==> src/rtl/ud_seq_arb.sv <==
`default_nettype none
// ============================================================================
//  Module   : ud_seq_arb
//  Purpose  : Two-requester round-robin arbiter that walks a shared external
//             up/down counter to the granted requester's target value, one
//             step at a time, then pulses done for that requester.
//  Ports    : clk     - clock, rising edge
//             rst     - synchronous active-high reset
//             req     - [1:0] level requests, bit k = requester k
//             tgt0    - [W-1:0] target value for requester 0
//             tgt1    - [W-1:0] target value for requester 1
//             gnt     - [1:0] one-hot grant, high for the whole service
//             done    - [1:0] one-cycle pulse when the target is reached
//             cnt_q   - [W-1:0] current value of the shared counter
//             cnt_en  - counter step enable (one cycle per step)
//             cnt_up  - step direction, 1 = increment, 0 = decrement
//  Config   : UDS_SHORTEST_PATH_EN - when defined, steps in the direction of
//             the smaller modular distance (ties go up) and may wrap; when
//             undefined, steps up if target > cnt_q, down otherwise, no wrap.
//  Revision : 1.0 - initial release
// ============================================================================
module ud_seq_arb #(
    parameter int W = 3
) (
    input  logic         clk,
    input  logic         rst,
    input  logic [1:0]   req,
    input  logic [W-1:0] tgt0,
    input  logic [W-1:0] tgt1,
    output logic [1:0]   gnt,
    output logic [1:0]   done,
    input  logic [W-1:0] cnt_q,
    output logic         cnt_en,
    output logic         cnt_up
);

    localparam logic [1:0] S_IDLE = 2'd0;
    localparam logic [1:0] S_CMP  = 2'd1;
    localparam logic [1:0] S_STEP = 2'd2;
    localparam logic [1:0] S_DONE = 2'd3;

    logic [1:0]   r_state,  w_state_nx;
    logic         r_owner,  w_owner_nx;   // index of the requester being served
    logic         r_last,   w_last_nx;    // index of the most recently served requester
    logic [W-1:0] r_tgt,    w_tgt_nx;
    logic [1:0]   r_gnt,    w_gnt_nx;
    logic [1:0]   r_done,   w_done_nx;
    logic         r_cnt_en, w_cnt_en_nx;
    logic         r_cnt_up, w_cnt_up_nx;

    logic         w_pick;                 // arbitration winner for the current req
    logic         w_dir_up;               // direction of the next step from cnt_q

    // With both requesting, the one not served last wins; otherwise the sole
    // requester wins (req[1] is 1 only for the 2'b10 case here).
    assign w_pick = (req == 2'b11) ? ~r_last : req[1];

`ifdef UDS_SHORTEST_PATH_EN
    logic [W-1:0] w_dist_up;
    logic [W-1:0] w_dist_dn;

    // Modular distances; W-bit subtraction wraps naturally.
    assign w_dist_up = r_tgt - cnt_q;
    assign w_dist_dn = cnt_q - r_tgt;
    assign w_dir_up  = (w_dist_up <= w_dist_dn);
`else
    assign w_dir_up  = (r_tgt > cnt_q);
`endif

    always_ff @(posedge clk) begin
        if (rst) begin
            r_state  <= S_IDLE;
            r_owner  <= 1'b0;
            r_last   <= 1'b1;     // makes requester 0 win the first contention
            r_tgt    <= '0;
            r_gnt    <= 2'b00;
            r_done   <= 2'b00;
            r_cnt_en <= 1'b0;
            r_cnt_up <= 1'b0;
        end else begin
            r_state  <= w_state_nx;
            r_owner  <= w_owner_nx;
            r_last   <= w_last_nx;
            r_tgt    <= w_tgt_nx;
            r_gnt    <= w_gnt_nx;
            r_done   <= w_done_nx;
            r_cnt_en <= w_cnt_en_nx;
            r_cnt_up <= w_cnt_up_nx;
        end
    end

    // Outputs are registered: each register is loaded with the value that
    // belongs to the state being entered.
    always_comb begin
        w_state_nx  = r_state;
        w_owner_nx  = r_owner;
        w_last_nx   = r_last;
        w_tgt_nx    = r_tgt;
        w_gnt_nx    = r_gnt;
        w_done_nx   = 2'b00;
        w_cnt_en_nx = 1'b0;
        w_cnt_up_nx = r_cnt_up;

        case (r_state)
            S_IDLE: begin
                w_gnt_nx = 2'b00;
                if (req != 2'b00) begin
                    w_owner_nx = w_pick;
                    w_tgt_nx   = w_pick ? tgt1 : tgt0;
                    w_gnt_nx   = w_pick ? 2'b10 : 2'b01;
                    w_state_nx = S_CMP;
                end
            end
            S_CMP: begin
                if (cnt_q == r_tgt) begin
                    w_done_nx  = r_owner ? 2'b10 : 2'b01;
                    w_state_nx = S_DONE;
                end else begin
                    w_cnt_up_nx = w_dir_up;
                    w_cnt_en_nx = 1'b1;
                    w_state_nx  = S_STEP;
                end
            end
            S_STEP: begin
                // Counter advances at the end of this cycle; re-compare next.
                w_state_nx = S_CMP;
            end
            S_DONE: begin
                w_last_nx  = r_owner;
                w_gnt_nx   = 2'b00;
                w_state_nx = S_IDLE;
            end
            default: begin
                w_gnt_nx   = 2'b00;
                w_state_nx = S_IDLE;
            end
        endcase
    end

    assign gnt    = r_gnt;
    assign done   = r_done;
    assign cnt_en = r_cnt_en;
    assign cnt_up = r_cnt_up;

endmodule
`default_nettype wire

==> config.mk <==
export PLATFORM = sky130hd
export DESIGN_NAME = ud_seq_arb
export DESIGN_NICKNAME = d
export VERILOG_FILES = /design/src/rtl/ud_seq_arb.sv
export SDC_FILE = /design/constraint.sdc
export NUM_CORES = 1
export LEC_CHECK = 0
export BUFFER_PORTS_ARGS = -buffer_cell sky130_fd_sc_hd__buf_2
export CAP_MARGIN = 30
export CORE_MARGIN = 2
export CORE_UTILIZATION = 48
export CTS_CLUSTER_DIAMETER = 80
export DETAILED_ROUTE_END_ITERATION = 7
export HOLD_SLACK_MARGIN = 0.02
export PLACE_DENSITY = 0.79
export SLEW_MARGIN = 20
export SYNTH_ARGS = -nofsm -noshare
export SYNTH_HDL_FRONTEND = slang
export SYNTH_SLANG_ARGS = --single-unit
export TNS_END_PERCENT = 30
==> constraint.sdc <==
create_clock -name clk -period 1.6 [get_ports clk]
set_clock_uncertainty 0.2 [all_clocks]
set_input_delay 0.24 -clock clk [delete_from_list [all_inputs] [get_ports clk]]
set_output_delay 0.24 -clock clk [all_outputs]
set_load 0.05 [all_outputs]
==> flow_metrics.tcl, run 1 <==
set metrics [dict create \
    status "complete, no violations" \
    stdcell_area_um2 776 \
    setup_ws_ns 0.136 \
    syn_inst 65 \
    fin_crit_ns 1.46 \
    synthToLayoutAreaGrowth_pct 21.6 \
    required_ns 1.56 \
    hold_start "rst" \
    rsz0062_at_grt "no" \
    wl_um 1110 \
    grt_pass1_vias 474 \
    row_count 13 \
    critPathLaunch "r_state[0]" \
    via_per_inst 5.17 \
    cap_violations 0 \
    post_dp_cell_area_um2 743 \
    ant_nets 0 \
    first_pass_iters 4 \
    setup_viol 0 \
    gp_congestion 0.709 \
    grt_remaining_overflow 0 \
    startpoint_type "flip-flop" \
    core_area_mm2 0.00127 \
    antenna_found_initial 0 \
    final_nets 107 \
    synth-edff-count 0 \
    grt_usage_pct 18.2 \
    dp_hpwl_um 899 \
    synth_ff_type "dfxtp_1" \
    drt_iter0_drc 6 \
    die_y_um 40.5 \
    clkLatencyLatePin_ns 0.27 \
    hold_class "in -> reg" \
    start_util_pct 50.3 \
    route.detailed.drc 0 \
    slew_viol_final 0 \
    synthTopCellsByCount "dfxtp_1, nor2_1, ha_1, inv_1, a211oi_1" \
    cts-root-buf "clkbuf_4" \
    fmax_ghz 0.683 \
    relSlewSlack_pct 83.4 \
    avgRoutedWirePerCell_um 10.9 \
    avgSynthCellArea_um2 9.82 \
    tightest_slew_ns 0.247 \
    io_buffers 18 \
    yosysTopAreaCellShare_pct 40.8 \
    p_leak_uw 0.000359 \
    path_class "reg -> reg" \
    cts_inserted_buffers 3 \
    dp_slack_ns 0.100 \
    slowest_stage "dfxtp_1" \
    path_cells "inv_1 > ha_1 > nor3b_2 > mux2i_1 > nor2_1" \
    die_area_mm2 0.00164 \
    yosysMostFrequentCell "dfxtp_1" \
    ys_seq_elements 13 \
    yosys_warnings 0 \
    finalCritPeriodShare_pct 91.5 \
    grtUsageMet3_pct 10.0 \
    cts_tree "yes" \
    use_met1_pct 19.8 \
    cp.arrival_ns 1.42 \
    grt-busiest-layer "met2" \
    post_route_cells_drive_above_1_share_pct 29.1 \
    synthesis.nets 85 \
    synth_area_um2 638 \
    synth_top_area_cell "dfxtp_1" \
    cts_max_level 1 \
    power_density_mw_per_mm2 1070 \
    finalHoldViolCount 0 \
    ios 19 \
    clockBufferDepth 2 \
    grtUsageMet2_pct 30.2 \
    synthTopCellsByArea "dfxtp_1, ha_1, mux2i_1, a211oi_1, nor2_1" \
    synthArstFlopShare_pct 0 \
    cpPeakStageDelay_ns 0.35 \
    end_kind "flip-flop" \
    grt_max_degree 12 \
    ir_drop_v 0.000843 \
    reg2reg_from "r_state[0]" \
    vias 522 \
    yosysSeqAreaShare_pct 40.8 \
    clk_pin_slew_ns 0.07 \
    grt_first_pass_wirelength_um 1870 \
    path_max_fanout 4 \
    fin_tns_setup_ns 0 \
    cts_sinks 13 \
    die_x_um 40.5 \
    num_antenna_cells 0 \
    cts_setup_buffers 0 \
    fill_cells 117 \
    netlist-cell-type-count 23 \
    cpLargestDelayFamily "flip-flops" \
    cp_num_buf_inv 1 \
]
## final cells by class
cell class | count | area, µm² | share of cell area (%)
Tap cell | 15 | 18.8 | 2.42
Clock buffer | 4 | 26.3 | 3.39
Inverter | 6 | 22.5 | 2.90
Timing Repair Buffer | 18 | 90.1 | 11.6
Sequential cell | 13 | 260 | 33.5
Multi-Input combinational cell | 45 | 358 | 46.1
## sequential cells by signal, summed over array words and instances (netlist names)
| name | count |
|---|---|
| cnt_up | 1 |
| cnt_en | 1 |
| r_state | 2 |
| done | 2 |
| gnt | 2 |
| r_last | 1 |
| r_tgt | 3 |
| r_owner | 1 |
## per-stage QoR
stage / hold WS, ns / power, µW / util, % / instances
6_report: 0.0893 / 829 / 61.1 / 101
3_5_place_dp: 0.274 / 638 / 58.6 / 97
4_1_cts: 0.0767 / 838 / 60.7 / 101
5_1_grt: 0.0811 / 889 / 61.1 / 101
2_1_floorplan: 0.208 / 575 / - / 65
3_3_place_gp: 0.275 / 630 / 58.6 / 97
## layout by cell type (no fill, tap or decap), drive strengths merged, types with 3 or more instances in the layout
cell and count:
dfxtp 13, nor2 9, nor2b 3, nor3 3, ha 7, clkbuf 4, mux2i 4, inv 6
a211oi 5, buf 18
## what timing repair did
| action | 4_1_cts | 5_1_grt |
|---|---|---|
| resized for setup | 0 | 2 |
| hold endpoints to repair | 0 | 0 |
| endpoints found under the setup margin | 0 | 2 |
| hold buffers | 0 | 0 |
## worst paths after layout
kind	to	slack (ns)	cells past startpoint
max	r_state[1]	0.14	5
min	r_state[1]	0.09	2
max reg2reg	r_state[1]	0.14	5
min reg2reg	gnt[0]	0.29	2
## cell families (layout without fill, tap and decap cells)
family	count (synthesis)	after routing	synth area share, %
AND/OR/NAND/NOR	21	21	18.2
AO/OA/AOI/OAI	13	13	16.9
flip-flops	13	13	40.8
adder cells (fa/ha/maj)	7	7	13.7
buffers and inverters	7	28	4.12
multiplexers	4	4	6.27
## layer usage
metal / wire length, µm / share of wire (%)
met1: 518 / 47
met2: 514 / 47
met3: 72 / 6.5
met4: 0 / 0
met5: 0 / 0
## power breakdown
part / internal (µW) / switching [µW] / total, µW
Clock: 96.5 / 98.4 / 195
Combinational: 101 / 152 / 253
Sequential: 360 / 21.7 / 382
Total: 557 / 272 / 829
No activity file was read; power rests on OpenSTA's default activity.
==> run 2: changes to the inputs <==
CORE_AREA = 2 2 39 41   (was unset)
CORE_MARGIN = unset   (was 2)
CORE_UTILIZATION = unset   (was 48)
DIE_AREA = 0 0 41 43   (was unset)
clock period = 1.85 ns   (was 1.6 ns; I/O delays follow)
==> run 2 against run 1 <==
Against the previous run: maximum frequency decreased by 3.4%; highest routed layer is now met4; clock power fell by 11%; non-clock buffer count unchanged; worst setup slack improved by 0.20 ns; largest power group unchanged; total power decreased by 13%; sequential power is 13% lower.
==> flow_metrics.tcl, run 2 (synthesized netlist as in run 1, its figures left out) <==
set metrics [dict create \
    relSlewSlack_pct 80.8 \
    startpoint_type "flip-flop" \
    reg2reg_from "r_state[0]" \
    grt_max_degree 12 \
    path_class "reg -> reg" \
    fin_tns_setup_ns 0 \
    cts_tree "yes" \
    ir_drop_v 0.000649 \
    grt_pass1_vias 479 \
    cts_setup_buffers 0 \
    dp_hpwl_um 901 \
    cts_sinks 13 \
    top_register "r_tgt" \
    rsz0062_at_grt "no" \
    reg2reg_to "r_state[0]" \
    crit_cells 5 \
    critPathLaunch "r_state[0]" \
    clk_pin_slew_ns 0.07 \
    grtUsageMet2_pct 24.4 \
    start_util_pct 46.1 \
    finalHoldViolCount 0 \
    cp_num_buf_inv 1 \
    wl_um 1150 \
    ctsHoldBuffers 0 \
    holdPathEnd "r_owner" \
    fill_cells 126 \
    hold_class "in -> reg" \
    grt_remaining_overflow 0 \
    core_area_mm2 0.00138 \
    ff2ff_path_depth 5 \
    path_max_fanout 4 \
    first_pass_iters 2 \
    slew_viol_final 0 \
    avgRoutedWirePerCell_um 11.3 \
    io_buffers 18 \
    power_density_mw_per_mm2 932 \
    cts_resized 0 \
    synthToLayoutAreaGrowth_pct 20.8 \
    largest_reg_flops 3 \
    status "complete, no violations" \
    tightest_slew_ns 0.287 \
    end_kind "flip-flop" \
    post_route_cells_drive_above_1_share_pct 26.7 \
    cts_inserted_buffers 3 \
    hold_start "rst" \
    grt-busiest-layer "met2" \
    use_met1_pct 22.5 \
    row_count 14 \
    via_per_inst 5.10 \
    fin_crit_ns 1.52 \
    finalCritPeriodShare_pct 81.9 \
    whs_path_depth 2 \
    cp.arrival_ns 1.51 \
    required_ns 1.85 \
    clkLatencyLatePin_ns 0.28 \
    cpPeakStageDelay_ns 0.35 \
    grt_first_pass_wirelength_um 2090 \
    num_antenna_cells 0 \
    slowest_stage "dfxtp_1" \
    ios 19 \
    vias 520 \
    route.detailed.drc 0 \
    grt_usage_pct 18.5 \
    clockBufferDepth 2 \
    die_area_mm2 0.00176 \
    cts-root-buf "clkbuf_4" \
    final_nets 107 \
    cts_max_level 1 \
    path_cells "inv_1 > ha_1 > nor3b_2 > nor3_1 > a211oi_1" \
    final_cell_mix "buf_2, dfxtp_1, nor2_1, ha_1, inv_1" \
    setup_viol 0 \
    die_x_um 41 \
    p_total_uw 718 \
    ant_nets 0 \
    drt_iter0_drc 1 \
    fmax_ghz 0.660 \
    cap_violations 0 \
    final_common_cell "buf_2" \
    cpLargestDelayFamily "simple AND/OR/NAND/NOR gates" \
    die_y_um 43 \
    antenna_found_initial 0 \
    p_leak_uw 0.000357 \
    r2r_setup_slack_ns 0.33 \
    grtUsageMet3_pct 7.85 \
    gp_congestion 0.707 \
]
==> run 2: cell counts in the layout (fill, tap and decap cells not counted) <==
Identical to the previous run, type by type.
==> run 2: stage by stage <==
| step | setup WS, ns | area (µm²) | util, % | hold WS, ns | instances |
|---|---|---|---|---|---|
| detailed placement | 0.321 | 744 | 53.8 | 0.281 | 98 |
| floorplan | 0.466 | 638 | - | 0.225 | 65 |
| CTS | 0.326 | 771 | 55.7 | 0.0988 | 102 |
| global placement | 0.371 | 744 | 53.8 | 0.269 | 98 |
| finish | 0.335 | 771 | 55.7 | 0.105 | 102 |
| global route | 0.167 | 771 | 55.7 | 0.0976 | 102 |
==> run 2: cell type report <==
type	instances	area, µm²	area share (%)
multi-input combinational	45	352	45.6
tap	16	20.0	2.60
sequential	13	260	33.8
clock buffer	4	26.3	3.41
inverter	6	22.5	2.92
timing repair buffer	18	90.1	11.7
==> run 2: worst reg2reg max path, delay by kind of cell, from the launching register on <==
family | cells | cell delay [ns]
and+or+nand+nor | 2 | 0.41
DFF | 1 | 0.35
AOI/OAI and AO/OA | 1 | 0.21
adders and majority gates | 1 | 0.19
buffers and inverters | 1 | 0.09
==> run 2: layer usage <==
layer	up-vias	wire length, µm
li1	272	-
met1	228	515
met2	15	514
met3	5	78
met4	0	42
met5	-	0
==> run 2: worst max-delay path by stage <==
stage	endpoint	slack, ns
after floorplan	cnt_up	0.47
final	r_state[0]	0.33
after global routing	r_tgt[1]	0.17
after CTS	r_state[0]	0.33
after detailed placement	cnt_up	0.32
after global placement	cnt_up	0.37
==> run 2: where the power goes <==
group | internal [µW] | switching [µW] | leakage (µW) | total (µW)
sequential | 311 | 19.6 | 0.000107 | 331
clock | 83.8 | 90.5 | 0.0000150 | 174
combinational | 84.7 | 128 | 0.000235 | 213
==> run 3: changes to the inputs <==
ABC_AREA = 1   (was unset)
CORE_AREA = unset   (was 2 2 39 41)
CORE_MARGIN = 2   (was unset)
CORE_UTILIZATION = 44   (was unset)
DIE_AREA = unset   (was 0 0 41 43)
PLACE_DENSITY = 0.76   (was 0.79)
clock period = 1.35 ns   (was 1.85 ns; I/O delays follow)
==> run 3 against run 2 <==
Against the previous run: cell count up 32%; hold slack worse by 0.079 ns; register-to-register slack worse by 0.31 ns; global-route usage down 2.2 points; clock power up 38%; sequential share of layout area down 6.0 points; sequential power up 38%; largest power group unchanged.
==> flow_metrics.tcl, run 3 <==
set metrics [dict create \
    grt_pass1_vias 570 \
    fmax_ghz 0.756 \
    final_core_util_pct 64.7 \
    syn_inst 92 \
    cts_max_level 1 \
    ff2ff_path_depth 7 \
    startpoint_type "flip-flop" \
    wl_um 1410 \
    crit_cells 7 \
    antenna_found_initial 0 \
    synthTopCellsByArea "dfxtp_1, ha_1, nand2_1, inv_1, nor2_1" \
    start_util_pct 45.8 \
    die_x_um 43.2 \
    cp.arrival_ns 1.29 \
    reg2reg_to "r_state[0]" \
    path_class "reg -> reg" \
    p_leak_uw 0.000467 \
    cpLargestDelayFamily "flip-flops" \
    avgSynthCellArea_um2 7.33 \
    yosysSeqAreaShare_pct 38.6 \
    die_area_mm2 0.00186 \
    power_density_mw_per_mm2 1180 \
    status "complete, no violations" \
    cts-root-buf "clkbuf_4" \
    finalHoldViolCount 0 \
    yosysTopAreaCellShare_pct 38.6 \
    required_ns 1.32 \
    num_antenna_cells 0 \
    p_comb_share_pct 38.2 \
    final_cells 135 \
    cap_violations 0 \
    reg2reg_from "r_state[1]" \
    first_pass_iters 4 \
    top_register "r_tgt" \
    final_nets 140 \
    post_route_cells_drive_above_1_share_pct 43.7 \
    end_kind "flip-flop" \
    ios 19 \
    largest_reg_flops 3 \
    gp_congestion 0.856 \
    ir_drop_v 0.000747 \
    use_met1_pct 19.3 \
    io_buffers 18 \
    holdPathEnd "r_tgt[0]" \
    fill_cells 124 \
    via_per_inst 4.78 \
    finalCritPeriodShare_pct 98.0 \
    grt_first_pass_wirelength_um 2280 \
    setup_viol 0 \
    internal_power_uw 727 \
    clockBufferDepth 2 \
    fin_crit_ns 1.32 \
    synthTopCellsByCount "nand2_1, inv_1, nor2_1, dfxtp_1, ha_1" \
    synthToLayoutAreaGrowth_pct 41.2 \
    relSlewSlack_pct 83.5 \
    grt_usage_pct 16.3 \
    clkLatencyLatePin_ns 0.28 \
    whs_path_depth 5 \
    grtUsageMet3_pct 3.83 \
    finalHoldWorstSlack_ns 0.0256 \
    synthArstFlopShare_pct 0 \
    tightest_slew_ns 0.249 \
    final_common_cell "buf_2" \
    p_sw_uw 402 \
    dp_hpwl_um 986 \
    cts_tree "yes" \
    netlist-cell-type-count 15 \
    grt_max_degree 9 \
    synth-edff-count 0 \
    route.detailed.drc 0 \
    final_cell_mix "buf_2, nand2_1, inv_1, nor2_1, dfxtp_1" \
    synth_top_area_cell "dfxtp_1" \
    row_count 14 \
    slowest_stage "dfxtp_2" \
    clock_power_share_pct 21.3 \
    grtUsageMet2_pct 27.5 \
    grt-busiest-layer "met2" \
    cp_num_buf_inv 3 \
    ant_nets 0 \
    drt_iter0_drc 7 \
    grt_remaining_overflow 0 \
    cts_sinks 13 \
    synth_area_um2 674 \
    path_max_fanout 4 \
    rsz0062_at_grt "yes" \
    yosys_warnings 0 \
    hold_class "in -> reg" \
    ys_seq_elements 13 \
    slew_viol_final 0 \
    path_common_cell "nor2_1" \
    yosysMostFrequentCell "nand2_1" \
    synthesis.nets 112 \
    cts_inserted_buffers 3 \
    cpPeakStageDelay_ns 0.35 \
    avgRoutedWirePerCell_um 10.5 \
    p_total_uw 1130 \
    synth_ff_type "dfxtp_1" \
    swShare_pct 35.6 \
    hold_start "tgt0[0]" \
    vias 645 \
    die_y_um 43.2 \
    clk_pin_slew_ns 0.08 \
    r2r_setup_slack_ns 0.03 \
    path_cells "inv_2 > buf_4 > ha_4 > inv_1 > nor2_4 > nor2_1 > nor2_1" \
    core_area_mm2 0.00147 \
    p_seq_share_pct 40.5 \
    dp.cells 130 \
]
run 3: changes by cell type after synthesis, moves of 3 or more:
cell	previous run	this run
nor3_1	3	0
a211oi_1	5	0
inv_1	6	15
mux2i_1	4	0
nor2_1	9	15
nand2_1	0	17
o21ai_1	0	4
a21oi_1	1	6
nor2b_1	3	0
run 3: cells by family after synthesis:
| kind of cell | share of synthesized area, % |
|---|---|
| flops | 38.6 |
| buf+inv | 8.90 |
| fa+ha+maj | 13.0 |
| compound gates | 10.2 |
| simple gates | 29.3 |
run 3: worst max-delay path by stage:
stage,from,end
floorplan,r_state[1],r_tgt[0]
global placement,r_state[1],r_tgt[0]
detailed placement,r_state[1],r_tgt[0]
CTS,r_state[1],r_tgt[0]
global route,r_tgt[2],cnt_up
finish,r_state[1],r_state[0]
run 3: cell type report:
class / count / area (µm²) / share of cell area (%)
Clock buffer: 4 / 26.3 / 2.76
Inverter: 16 / 60.1 / 6.31
Multi-Input combinational cell: 63 / 452 / 47.4
Sequential cell: 13 / 264 / 27.7
Tap cell: 16 / 20.0 / 2.10
Timing Repair Buffer: 23 / 130 / 13.7
run 3: worst reg2reg max path, cell delays in order, from the launching register on:
cell and delay, ns:
dfxtp_2 0.35, inv_2 0.05, buf_4 0.14, ha_4 0.17, inv_1 0.11, nor2_4 0.05
nor2_1 0.10, nor2_1 0.05
run 3: stage by stage:
stage               area (µm²)  TNS [ns]  worst slack, ns
floorplan                  674         0           0.0387
global placement           815         0           0.0277
detailed placement         815   -0.0852          -0.0323
CTS                        853   -0.0174         -0.00997
global route               952   -0.0812          -0.0383
finish                     952         0           0.0273
run 3: power by group through the flow:
stage	registers (µW)	clock network [µW]	logic [µW]
global placement	458	0	329
detailed placement	458	0	339
floorplan	516	0	181
finish	457	240	430
CTS	450	246	346
global route	462	262	479
run 3: what timing repair did:
item                       4_1_cts  5_1_grt
hold buffers                     1        0
setup endpoints to repair        3        9
buffers inserted                 0        0
pin swaps                        0        4
hold endpoints to repair         5        0
gates resized for setup          1       22
run 3: per-layer routing:
layer	vias up	routed length (µm)	share of wire (%)
li1	339	-	-
met1	283	616	44
met2	17	703	50
met3	6	40	2.8
met4	0	52	3.7
met5	-	0	0
